===== config.mk =====
export PLATFORM = sky130hd
export DESIGN_NAME = simon_key_expander
export DESIGN_NICKNAME = d
export VERILOG_FILES = /design/src/rtl/simon_pkg.sv /design/src/rtl/simon_key_step.sv /design/src/rtl/simon_key_expander.sv
export SDC_FILE = /design/constraint.sdc
export NUM_CORES = 1
export LEC_CHECK = 0
export CAP_MARGIN = 10
export CORE_MARGIN = 2
export CORE_UTILIZATION = 45
export DETAILED_ROUTE_END_ITERATION = 8
export PLACE_DENSITY = 0.62
export SLEW_MARGIN = 20
export SYNTH_ARGS = -nofsm -noshare
export SYNTH_HDL_FRONTEND = slang
export SYNTH_HIERARCHICAL = 1
export SYNTH_SLANG_ARGS = --single-unit

===== constraint.sdc =====
create_clock -name clk -period 5.9 [get_ports clk]
set_input_delay 1.18 -clock clk [delete_from_list [all_inputs] [get_ports clk]]
set_output_delay 1.18 -clock clk [all_outputs]
set_load 0.01 [all_outputs]

===== src/rtl/simon_pkg.sv =====
// Shared Simon 32/64 constants, types and rotate helpers.
// Used by the key expander and the encryption datapath.
package simon_pkg;

    localparam int unsigned WORD_W    = 16;
    localparam int unsigned KEY_WORDS = 4;
    localparam int unsigned ROUNDS    = 32;
    localparam int unsigned IDX_W     = $clog2(ROUNDS);

    localparam logic [WORD_W-1:0] SIMON_C = 16'hFFFC;
    localparam logic [61:0]       Z0      = 62'b11111010001001010110000111001101111101000100101011000011100110;

    typedef enum logic [1:0] {
        IDLE,
        EXPAND,
        DONE
    } state_t;

    typedef logic [WORD_W-1:0] word_t;

    function automatic word_t ror1(input word_t x);
        return {x[0], x[WORD_W-1:1]};
    endfunction

    function automatic word_t ror3(input word_t x);
        return {x[2:0], x[WORD_W-1:3]};
    endfunction

    // z0[j] counts from the leftmost bit of the literal, i.e. Z0[61-j].
    function automatic logic z0_bit(input logic [IDX_W-1:0] j);
        logic [5:0] pos;
        pos = 6'd61 - {1'b0, j};
        return Z0[pos];
    endfunction

endpackage


===== src/rtl/simon_key_step.sv =====
// One Simon 32/64 key-schedule step: k[i] from k[i-4], k[i-3], k[i-1] and the z bit.
module simon_key_step
    import simon_pkg::*;
(
    input  logic [WORD_W-1:0] k_im4,
    input  logic [WORD_W-1:0] k_im3,
    input  logic [WORD_W-1:0] k_im1,
    input  logic              z,
    output logic [WORD_W-1:0] k_i
);

    word_t tmp_a;
    word_t tmp_b;

    always_comb begin
        tmp_a = ror3(k_im1) ^ k_im3;
        tmp_b = tmp_a ^ ror1(tmp_a);
        k_i   = SIMON_C ^ {{(WORD_W-1){1'b0}}, z} ^ k_im4 ^ tmp_b;
    end

endmodule


===== src/rtl/simon_key_expander.sv =====
// Iterative Simon 32/64 key expansion: one subkey per clock into a 32x16
// register file, served through a registered read port.
module simon_key_expander
    import simon_pkg::*;
(
    input  logic                          clk,
    input  logic                          rst,
    input  logic [WORD_W*KEY_WORDS-1:0]   key,
    input  logic                          load_key,
    output logic                          key_ready,
    output logic                          busy,
    output logic                          sched_done,
    input  logic [IDX_W-1:0]              sk_addr,
    output logic [WORD_W-1:0]             sk_out
);

    localparam int unsigned         WIN_W     = $clog2(KEY_WORDS);
    localparam logic [IDX_W-1:0]    FIRST_GEN = IDX_W'(KEY_WORDS);
    localparam logic [IDX_W-1:0]    LAST_IDX  = IDX_W'(ROUNDS - 1);

    state_t           state;
    word_t            storage [ROUNDS];
    word_t            win [KEY_WORDS];
    logic [IDX_W-1:0] idx;
    logic [IDX_W-1:0] z_idx;
    logic             z_cur;
    word_t            k_next;

    always_comb begin
        z_idx = idx - FIRST_GEN;
        z_cur = z0_bit(z_idx);
    end

    // Window holds k[i-4]..k[i-1], oldest in slot 0.
    simon_key_step u_step (
        .k_im4 (win[0]),
        .k_im3 (win[1]),
        .k_im1 (win[KEY_WORDS-1]),
        .z     (z_cur),
        .k_i   (k_next)
    );

    always_ff @(posedge clk) begin
        if (rst) begin
            state      <= IDLE;
            key_ready  <= 1'b1;
            busy       <= 1'b0;
            sched_done <= 1'b0;
            sk_out     <= '0;
            idx        <= '0;
            for (int unsigned i = 0; i < ROUNDS; i++) begin
                storage[IDX_W'(i)] <= '0;
            end
            for (int unsigned i = 0; i < KEY_WORDS; i++) begin
                win[WIN_W'(i)] <= '0;
            end
        end else begin
            // Read is sampled before any write lands, giving read-before-write.
            sk_out <= storage[sk_addr];

            if (load_key) begin
                for (int unsigned i = 0; i < KEY_WORDS; i++) begin
                    storage[IDX_W'(i)] <= key[i*WORD_W +: WORD_W];
                    win[WIN_W'(i)]     <= key[i*WORD_W +: WORD_W];
                end
                idx        <= FIRST_GEN;
                state      <= EXPAND;
                busy       <= 1'b1;
                key_ready  <= 1'b0;
                sched_done <= 1'b0;
            end else begin
                case (state)
                    EXPAND: begin
                        storage[idx] <= k_next;
                        for (int unsigned i = 0; i < KEY_WORDS - 1; i++) begin
                            win[WIN_W'(i)] <= win[WIN_W'(i + 1)];
                        end
                        win[KEY_WORDS-1] <= k_next;
                        idx              <= idx + 1'b1;
                        if (idx == LAST_IDX) begin
                            state      <= DONE;
                            busy       <= 1'b0;
                            key_ready  <= 1'b1;
                            sched_done <= 1'b1;
                        end
                    end
                    IDLE: begin
                    end
                    DONE: begin
                    end
                    default: begin
                        state <= IDLE;
                    end
                endcase
            end
        end
    end

endmodule


* Word-level counts from Yosys, hierarchy flattened
Memories as Yosys holds them, arrays and structs flattened. A register that Yosys moved wholly into a read port is not among the register bits.
Cells that the tools add are included.
** Cells by class
- Add/subtract/negate cells :: 3
- Multipliers :: 0
- Divide/modulo/power cells :: 0
- Magnitude comparators :: 1
- Eq/ne operators :: 6
- Shifts and indexed selects :: 0
- Muxes and demuxes :: 36
- Bitwise operators :: 17
- Reductions and logical operators :: 10
** Operator list (number)
- two-way mux 16 bit :: 13
- bitwise XOR 16 bit :: 4
- two-way mux 1 bit :: 18
- OR reduction 16 bit :: 1
- bitwise OR 1 bit :: 12
- AND reduction 2 bit :: 4
- < comparator 6 x 7 -> 1 bit, second input constant :: 1
- two-way mux 3 bit :: 2
- subtractor 6 x 5 -> 6 bit, first input constant :: 1
- adder 5 x 1 -> 5 bit, second input constant :: 1
- equality test 5 bit, second input constant :: 1
- two-way mux 5 bit :: 1
- subtractor 5 x 3 -> 5 bit, second input constant :: 1
- one-hot mux 2 bit (2 select lines) :: 1
- nonzero test 2 bit :: 2
- OR reduction 2 bit :: 2
- != test 3 bit, second input constant :: 1
- equality test 2 x 1 -> 1 bit, second input constant :: 1
- equality test 2 bit, second input constant :: 1
- zero test 2 bit :: 1
- two-way mux 2 bit :: 1
- != test 2 x 1 -> 1 bit, second input constant :: 1
- != test 2 bit, second input constant :: 1
- NOT 1 bit :: 1
** Word-level totals
- Register bits :: 10
- Bits in latches :: 0
- Bits in writable memories :: 576
- Bits in read-only memories :: 64
- Input port bits :: 72
- Output and inout bits :: 19
- Logic and storage cells :: 83
- Memories :: 3
** Memory list
- storage :: depth 32, width 16, rd ports 1, clocked after memory_dff 1, write ports 32, RTL line simon_key_expander.sv:22 : word_t storage [ROUNDS];
- (no name shown) :: depth 64, width 1, rd ports 1, clocked after memory_dff 0, write ports 0, RTL line simon_pkg.sv:33 : return Z0[pos];
- win :: depth 4, width 16, rd ports 4, clocked after memory_dff 0, write ports 4, RTL line simon_key_expander.sv:23 : word_t win [KEY_WORDS];

* Logic depth before layout (Yosys ltp)
Gate-level depths: netlist of run 1.
- Word-level depth :: 7
- Gate-level depth with buffers :: 10
- Mapped depth without buffers :: 9

* Modules after synthesis
The synthesis of run 1 kept the hierarchy.
** Modules (own cells, without submodules)
- simon_key_expander :: instances 1, cells an instance 1745, area an instance 27248.6 sq um, sequential area each 17817.1 sq um
- simon_key_step :: instances 1, cells an instance 33, area an instance 518.0 sq um, sequential area each 0.0 sq um

* Worst setup path after synthesis of run 1
No wires, ideal clock.
- Path type :: reg2reg
- Start :: reg idx[2]
- End :: mem storage[2][0] (netlist name), data pin
- Setup time :: 0.256 ns
- Arrival :: 3.211 ns
- Data required time :: 5.644 ns
- Path slack :: 2.433 ns
- Cell stages (with the launch flop) :: 10
- Path buffers :: 1
- Clock period less this slack :: 3.467 ns
- Cells stage by stage :: dfxtp_1 > inv_1 > ha_1 > xnor2_1 > mux4_2 > mux4_2 > xnor2_1 > xnor3_1 > clkbuf_1 > a22o_1
** RTL lines
- from (decl) :: RTL line simon_key_expander.sv:24 : logic [IDX_W-1:0] idx;
- from (signal assigned) :: RTL line simon_key_expander.sv:79 : idx <= idx + 1'b1;
- to (decl) :: RTL line simon_key_expander.sv:22

==> results of run 1 <==
layout make-up:
class                           count  share of cell area
Timing Repair Buffer              118              0.0360
Sequential cell                   602               0.568
Multi-Input combinational cell   1011               0.295
Clock inverter                     32             0.00969
Tap cell                          790              0.0315
Clock buffer                       87              0.0592
Inverter                           10             0.00120
flip-flops by register name, summed over array words and instances (netlist names):
| register | cells |
|---|---|
| storage | 512 |
| win | 64 |
| sk_out | 16 |
| idx | 5 |
| state | 2 |
| busy | 1 |
| key_ready | 1 |
| sched_done | 1 |
how the worst max path moves through the flow:
stage | startpoint | endpoint | cells after the start
after global routing | idx[2] | storage[2][0] | 9
after CTS | idx[2] | storage[2][0] | 9
final | idx[2] | storage[2][0] | 9
after global placement | load_key | storage[15][14] | 5
after detailed placement | load_key | storage[8][7] | 5
after floorplan | idx[2] | storage[2][0] | 9
metal layers:
metal	wire, µm	track usage
met5	12	0
met4	2420	0.0886
met3	5330	0.0388
met2	33700	0.357
met1	32000	0.338
cells by family after synthesis:
| family | Yosys count |
|---|---|
| buf+inv | 165 |
| xor+xnor | 39 |
| flops | 602 |
| simple gates | 565 |
| fa+ha+maj | 14 |
| compound gates | 212 |
| mux | 181 |
synth_stat cells (16+ instances only):
master,count,area [µm²]
edfxtp_1,576,17300
and2_1,386,2410
a22o_1,128,1120
mux4_2,115,2590
clkbuf_1,113,424
mux2i_1,66,661
and2_2,64,480
nor2_1,42,158
or2_2,36,225
dfxtp_1,26,521
buf_2,19,95.1
a22oi_1,17,128
a221o_1,16,160
a31oi_1,16,100
worst reg2reg max path, delay by kind of cell, from the launching register on:
kind                       cells  cell delay [ns]
DFF                            1             0.44
xor gates and xnor gates       3             1.02
muxes                          2             1.08
AOI/OAI and AO/OA              1             0.27
adders and majority gates      1             0.36
buffers and inverters          2             0.49
metrics by stage:
step | hold WS [ns] | util
detailed placement | 0.439 | 0.476
floorplan | 0.470 | -
finish | 0.448 | 0.511
global placement | 0.438 | 0.476
CTS | 0.452 | 0.511
global route | 0.473 | 0.511
power by group:
group | total (mW) | internal (mW) | switching [mW]
combinational | 1.65 | 0.437 | 1.21
sequential | 4.97 | 4.88 | 0.0937
clock | 4.12 | 2.47 | 1.65
total | 10.7 | 7.79 | 2.95
==> results.cfg, run 1 <==
[run_status]
status = completed

[timing]
rsz0062_at_grt = no
clock_skew_ns = 0.0302
hold_viol_final = 0
maxSlewViolCount = 0
slew_headroom = 0.272
period_minus_slack_ns = 3.92
max_freq_ghz = 0.255
fin_ws_ns = 1.98
tightest_slew_ns = 1.09
setup_tns_ns = 0
min_period_over_period = 0.664
setup_viol = 0

[critical_path]
critical_path_class = flip-flop to flip-flop
r2r_setup_slack_ns = 1.98
cp-start-kind = flip-flop
cp-end-kind = flip-flop
r2r_cells = 9
worstReg2RegEnd = storage[2][0]
crit_buf_inv = 2
max_stage_delay_ns = 0.57
arrival_ns = 4.26
path_cells = inv_1 -> ha_1 -> xnor2_1 -> mux4_2 -> mux4_2 -> xnor2_1 -> xnor3_1 -> buf_4 -> a22o_1
r2r_start = idx[2]
critPathRequiredTime_ns = 6.24
crit_fanout = 33
crit_family = multiplexers
cpMaxStageDelayCell = mux4_2

[drt]
post-route-drc-count = 0
antenna_left = 0
drtIter0Drc = 1576
via_per_inst = 5.90
vias = 15600
routedWlPerCell_um = 27.7
dr.pass1.iters = 5
wl_um = 73400

[placed_design]
numPortBuffers = 90
dp.cells = 2531
dp_hpwl_um = 47300
place_congestion = 0.965
dpl_cell_area_um2 = 29200
place_ws_ns = 1.59

[layout]
multi_input_area_um2 = 9240
stdcell_count = 2650
drive_gt1_frac = 0.189
design_area_um2 = 31400
syn_to_final_growth_pct = 13.0
layout.area.seq_um2 = 17800
nFillCells = 4981
finalNetCount = 1895
layout_common_cells = 576 x edfxtp_1, 386 x and2_1, 128 x a22o_1, 115 x mux4_2, 86 x clkdlybuf4s50_1
n_antenna_cell = 0
final_common_cell = edfxtp_1

[clock_network]
cts_max_path_buffers = 3
htree_levels = 3
cts.sink_count = 602
post_cts_resized = 0
root_buffer = clkbuf_16
cts_buffers = 66
cts_tree = yes
cts.clk_slew.worst_paths_ns = 0.06
clk_latency_ns = 0.60
cts_setup_buffers = 0
cts_hold_buf = 0

[synthesis]
synth_seq_cells = 602
synth_area_um2 = 27800
synthAdderAreaFrac = 0.00631
yosys_warnings = 6
synth-compound-area-share = 0.0629
synth_top_family_by_area = simple AND/OR/NAND/NOR gates
syn_avg_cell_area_um2 = 15.6
synth_xor_area_frac = 0.0205
synth-edff-count = 576
syn-num-nets = 1864
synth_cells = 1778
synthArstFlopShare = 0
synth-simple-area-share = 0.126
yosysUniqueCellTypes = 40
ys.flop_type = edfxtp_1
yosys-mux-area-fraction = 0.117
synth_seq_area_share = 0.642

[worst_hold_path]
hold_depth = 1
hold_path.class = flip-flop to flip-flop
hold_start = busy
min_to = busy

[floorplan]
start_util = 0.452
core_area_um2 = 61400
die_h_um = 252
row_count = 91
dieWidth_um = 252
die_area_um2 = 63700
io_pins = 91

[pwr]
ir_worst_vdd_v = 0.000359
leakage_nw = 11.6
cellPowerDensity_nw_per_um2 = 342
power.total_mw = 10.7

[grt]
grt_pass1_wl_um = 106000
grt_max_degree = 95
grt_usage = 0.234
antenna_found_initial = 2
grt.overflow.total = 0
grt_pass1_vias = 15400

[job]
cap_violations = 0
Power figures use the tool's default switching activity.
==> run 2: changes to the inputs <==
- PLACE_DENSITY: 0.62 -> 0.64
- clock period: 5.9 -> 3.35 ns (I/O delays scaled with it)
==> results.cfg, run 2 (synthesis gave the netlist of run 1 again) <==
[run_status]
status = completed

[timing]
setup_tns_ns = 0
fin_ws_ns = 0.182
maxSlewViolCount = 0
max_freq_ghz = 0.316
min_period_over_period = 0.946
hold_viol_final = 0
period_minus_slack_ns = 3.17
clock_skew_ns = 0.0351
rsz0062_at_grt = no
setup_viol = 0
slew_headroom = 0.352
tightest_slew_ns = 0.972

[pwr]
leakage_nw = 12.0
cellPowerDensity_nw_per_um2 = 571
p_switching_mw = 4.91
ir_worst_vdd_v = 0.000485
seqPwrFrac = 0.477
p_sw_frac = 0.269
power.share.clock = 0.377
internal_power_mw = 13.4
pwr-share-comb = 0.146

[critical_path]
worstReg2RegEnd = storage[2][0]
r2r_start = idx[2]
r2r_cells = 9
r2r_setup_slack_ns = 0.18
path_cells = inv_1 -> ha_1 -> xnor2_4 -> mux4_2 -> mux4_2 -> xnor2_2 -> xnor3_1 -> buf_12 -> a22o_1
crit_fanout = 33
cp-start-kind = flip-flop
critical_path_class = flip-flop to flip-flop
cpMostUsedCell = mux4_2
arrival_ns = 3.55
cp-end-kind = flip-flop
critPathRequiredTime_ns = 3.73
cpMaxStageDelayCell = mux4_2
max_stage_delay_ns = 0.54

[drt]
post-route-drc-count = 0
routedWlPerCell_um = 26.0
top_layer = met4
via_per_inst = 5.82
dr.pass1.iters = 5
drtIter0Drc = 1666
wl_met2_um = 34000
wl_met1_um = 30200
antenna_left = 0
vias = 15800
routed-wl-met3_um = 5170
wl_um = 70600

[clock_network]
clk_latency_ns = 0.66
cts_tree = yes
cts_max_path_buffers = 3
cts.clk_slew.worst_paths_ns = 0.07
root_buffer = clkbuf_16
cts_setup_buffers = 0
cts.sink_count = 602
cts_hold_buf = 0
cts_buffers = 60
htree_levels = 2

[layout]
top_register = storage
layout_common_cells = 576 x edfxtp_1, 386 x and2_1, 128 x a22o_1, 115 x mux4_2
drive_gt1_frac = 0.226
syn_to_final_growth_pct = 15.3
design_area_um2 = 32000
largest_reg_flops = 512
reg_top3 = storage x512, win x64, sk_out x16
stdcell_count = 2719
finalNetCount = 1963
n_antenna_cell = 0
final_common_cell = edfxtp_1

[floorplan]
dieWidth_um = 252
io_pins = 91
die_h_um = 252
start_util = 0.452
core_area_um2 = 61400
row_count = 91
die_area_um2 = 63700

[grt]
grt_pass1_vias = 16000
grt.overflow.total = 0
grt_max_degree = 65
grt_usage = 0.224
grt_pass1_wl_um = 105000
antenna_found_initial = 1

[placed_design]
place_congestion = 0.820
dp_hpwl_um = 45700
numPortBuffers = 90
dpl_cell_area_um2 = 30000
place_ws_ns = 0.0429
dp.cells = 2605

[worst_hold_path]
min_to = key_ready
hold_start = key_ready
hold_path.class = flip-flop to flip-flop
hold_depth = 2

[job]
cap_violations = 0
run 2: cell types whose count changed in the layout (fill, tap and decap cells not counted), moves of 3 or more:
cell | before | now
clkbuf_16 | 71 | 65
buf_4 | 26 | 86
xnor3_2 | 2 | 5
buf_12 | 2 | 16
xnor3_1 | 13 | 10
clkbuf_8 | 2 | 8
bufinv_16 | 6 | 3
inv_4 | 0 | 4
clkinv_1 | 15 | 8
run 2: cell type report:
class                           count  area, µm²
Clock buffer                       85       1780
Clock inverter                     29        259
Fill cell                        4930      29400
Inverter                           10       37.5
Multi-Input combinational cell   1011       9280
Sequential cell                   602      17800
Tap cell                          790        988
Timing Repair Buffer              192       1860
run 2: worst max path at each step:
stage / startpoint / end
floorplan: idx[2] / storage[2][0]
global placement: idx[2] / storage[3][0]
detailed placement: idx[2] / storage[1][0]
CTS: idx[2] / storage[2][0]
global route: idx[2] / storage[2][0]
finish: idx[2] / storage[2][0]
run 2: worst max-delay path, delay by kind of cell (launching register included):
kind            cells  cell delay [ns]
mux                 2             1.05
compound gates      1             0.20
buf+inv             2             0.25
fa+ha+maj           1             0.37
xor+xnor            3             0.72
flops               1             0.32
run 2: routing by layer:
metal / up-vias / track usage
li1: 6917 / -
met1: 8219 / 0.314
met2: 622 / 0.363
met3: 79 / 0.0442
met4: 0 / 0.0519
met5: - / 0
run 2: power groups by stage:
stage	combinational (mW)	sequential, mW	clock (mW)
2_1_floorplan	1.44	8.83	0
3_5_place_dp	2.67	8.88	0
5_1_grt	2.81	8.74	7.30
3_3_place_gp	2.65	8.86	0
6_report	2.67	8.72	6.90
4_1_cts	2.68	8.72	6.98
run 2: metrics by stage:
step                utilization  power (mW)  hold slack, ns
global placement          0.488        11.5           0.438
CTS                       0.521        18.4           0.471
floorplan                     -        10.3           0.470
detailed placement        0.488        11.6           0.458
finish                    0.522        18.3           0.465
global route              0.522        18.9           0.479
run 2: what timing repair did:
item                       CTS  global route
hold endpoints to repair     0             0
setup endpoints to repair    0            33
resized for setup            0             2
==> run 3: changes to the inputs <==
- CORE_MARGIN: 2 -> 5
==> results.cfg, run 3 (synthesis gave the netlist of run 1 again) <==
[layout]
n_antenna_cell = 0
design_area_um2 = 32100
largest_reg_flops = 512
utilization = 0.522
drive_gt1_frac = 0.222
final_common_cell = edfxtp_1
top_register = storage
layout_common_cells = 576 x edfxtp_1, 386 x and2_1, 128 x a22o_1, 115 x mux4_2, 86 x clkdlybuf4s50_1
syn_to_final_growth_pct = 15.5
finalNetCount = 1964
reg_top3 = storage x512, win x64, sk_out x16

[placed_design]
dp_hpwl_um = 45500
dpl_cell_area_um2 = 29900
place_ws_ns = -0.00627
numPortBuffers = 90
place_congestion = 0.809

[timing]
tightest_slew_ns = 1.14
clock_skew_ns = 0.0278
hold_slack_ns = 0.449
fin_ws_ns = 0.178
slew_headroom = 0.237
hold_viol_final = 0
max_freq_ghz = 0.315
min_period_over_period = 0.947
rsz0062_at_grt = no
period_minus_slack_ns = 3.17
setup_viol = 0
maxSlewViolCount = 0

[clock_network]
cts.clk_slew.worst_paths_ns = 0.06
cts_max_path_buffers = 3
cts.sink_count = 602
htree_levels = 3
cts_buffers = 66
clk_latency_ns = 0.60
root_buffer = clkbuf_16
cts_hold_buf = 0
cts_tree = yes

[pwr]
ir_worst_vdd_v = 0.000390
p_switching_mw = 4.85
power.share.clock = 0.383
seqPwrFrac = 0.473
power.total_mw = 18.4
leakage_nw = 12.1
p_sw_frac = 0.263
pwr-share-comb = 0.144
internal_power_mw = 13.6
cellPowerDensity_nw_per_um2 = 575

[grt]
antenna_found_initial = 0
grt_pass1_vias = 16000
grt.overflow.total = 0
grt_usage = 0.213
grt_pass1_wl_um = 107000
grt_max_degree = 64

[critical_path]
critical_path_class = flip-flop to flip-flop
arrival_ns = 3.50
critPathRequiredTime_ns = 3.67
crit_fanout = 17
cp-start-kind = flip-flop
cp-end-kind = flip-flop

[floorplan]
die_area_um2 = 66800
row_count = 91
dieWidth_um = 258
io_pins = 91
start_util = 0.452
die_h_um = 258
core_area_um2 = 61400

[run_status]
status = completed

[drt]
dr.pass1.iters = 7
routedWlPerCell_um = 26.4
vias = 15700
wl_um = 71800
drtIter0Drc = 1696
post-route-drc-count = 0
antenna_left = 0
via_per_inst = 5.78

[worst_hold_path]
hold_path.class = flip-flop to flip-flop

[job]
cap_violations = 0
[run 3: changes by cell type in the layout (fill, tap and decap cells not counted), moves of 4 or more]
cell,delta
clkbuf_16,+6
inv_4,-4
buf_4,-7
clkinv_1,+5
clkbuf_1,+4
[run 3: power by group through the flow]
stage / clock network (mW) / registers (mW) / logic [mW]
floorplan: 0 / 8.83 / 1.44
global placement: 0 / 8.86 / 2.63
detailed placement: 0 / 8.88 / 2.67
CTS: 7.17 / 8.72 / 2.67
global route: 7.48 / 8.75 / 2.82
finish: 7.06 / 8.72 / 2.65
[run 3: metal layers]
metal / routed length, µm / global-route usage / vias to the layer above
met5: 0 / 0 / -
met4: 1500 / 0.0471 / 0
met3: 5210 / 0.0418 / 94
met2: 34500 / 0.346 / 629
met1: 30600 / 0.304 / 8075
li1: - / - / 6936
[run 3: stage by stage]
| stage | TNS (ns) | std cells |
|---|---|---|
| 3_5_place_dp | -0.00627 | 2599 |
| 6_report | 0 | 2721 |
| 2_1_floorplan | 0 | 1778 |
| 4_1_cts | 0 | 2721 |
| 3_3_place_gp | 0 | 2599 |
| 5_1_grt | 0 | 2721 |
[run 3: worst paths after layout]
path / from / endpoint / slack (ns) / cells past startpoint
min reg2reg: key_ready / key_ready / 0.45 / 2
max reg2reg: idx[2] / storage[0][0] / 0.18 / 9
max: idx[2] / storage[0][0] / 0.18 / 9
min: key_ready / key_ready / 0.45 / 2
[run 3: critical path: stages, from the launching register on]
cell,delay [ns]
dfxtp_1,0.32
inv_1,0.10
ha_1,0.36
xnor2_2,0.23
mux4_2,0.53
mux4_2,0.52
xnor2_2,0.15
xnor3_1,0.27
buf_4,0.22
a22o_1,0.22
[run 3: cell type report]
type	instances	area [µm²]
flip-flops and latches	602	17800
multi-input cells	1011	9260
inverters	10	37.5
well taps	790	988
clock buffers	94	1930
fillers	4959	29300
repair buffers	187	1850
clock inverters	27	175
[run 3: timing repair]
item | 4_1_cts | 5_1_grt
setup buffers | 1 | 0
endpoints found under the setup margin | 5 | 33
pin swaps | 1 | 2
resized for setup | 0 | 1
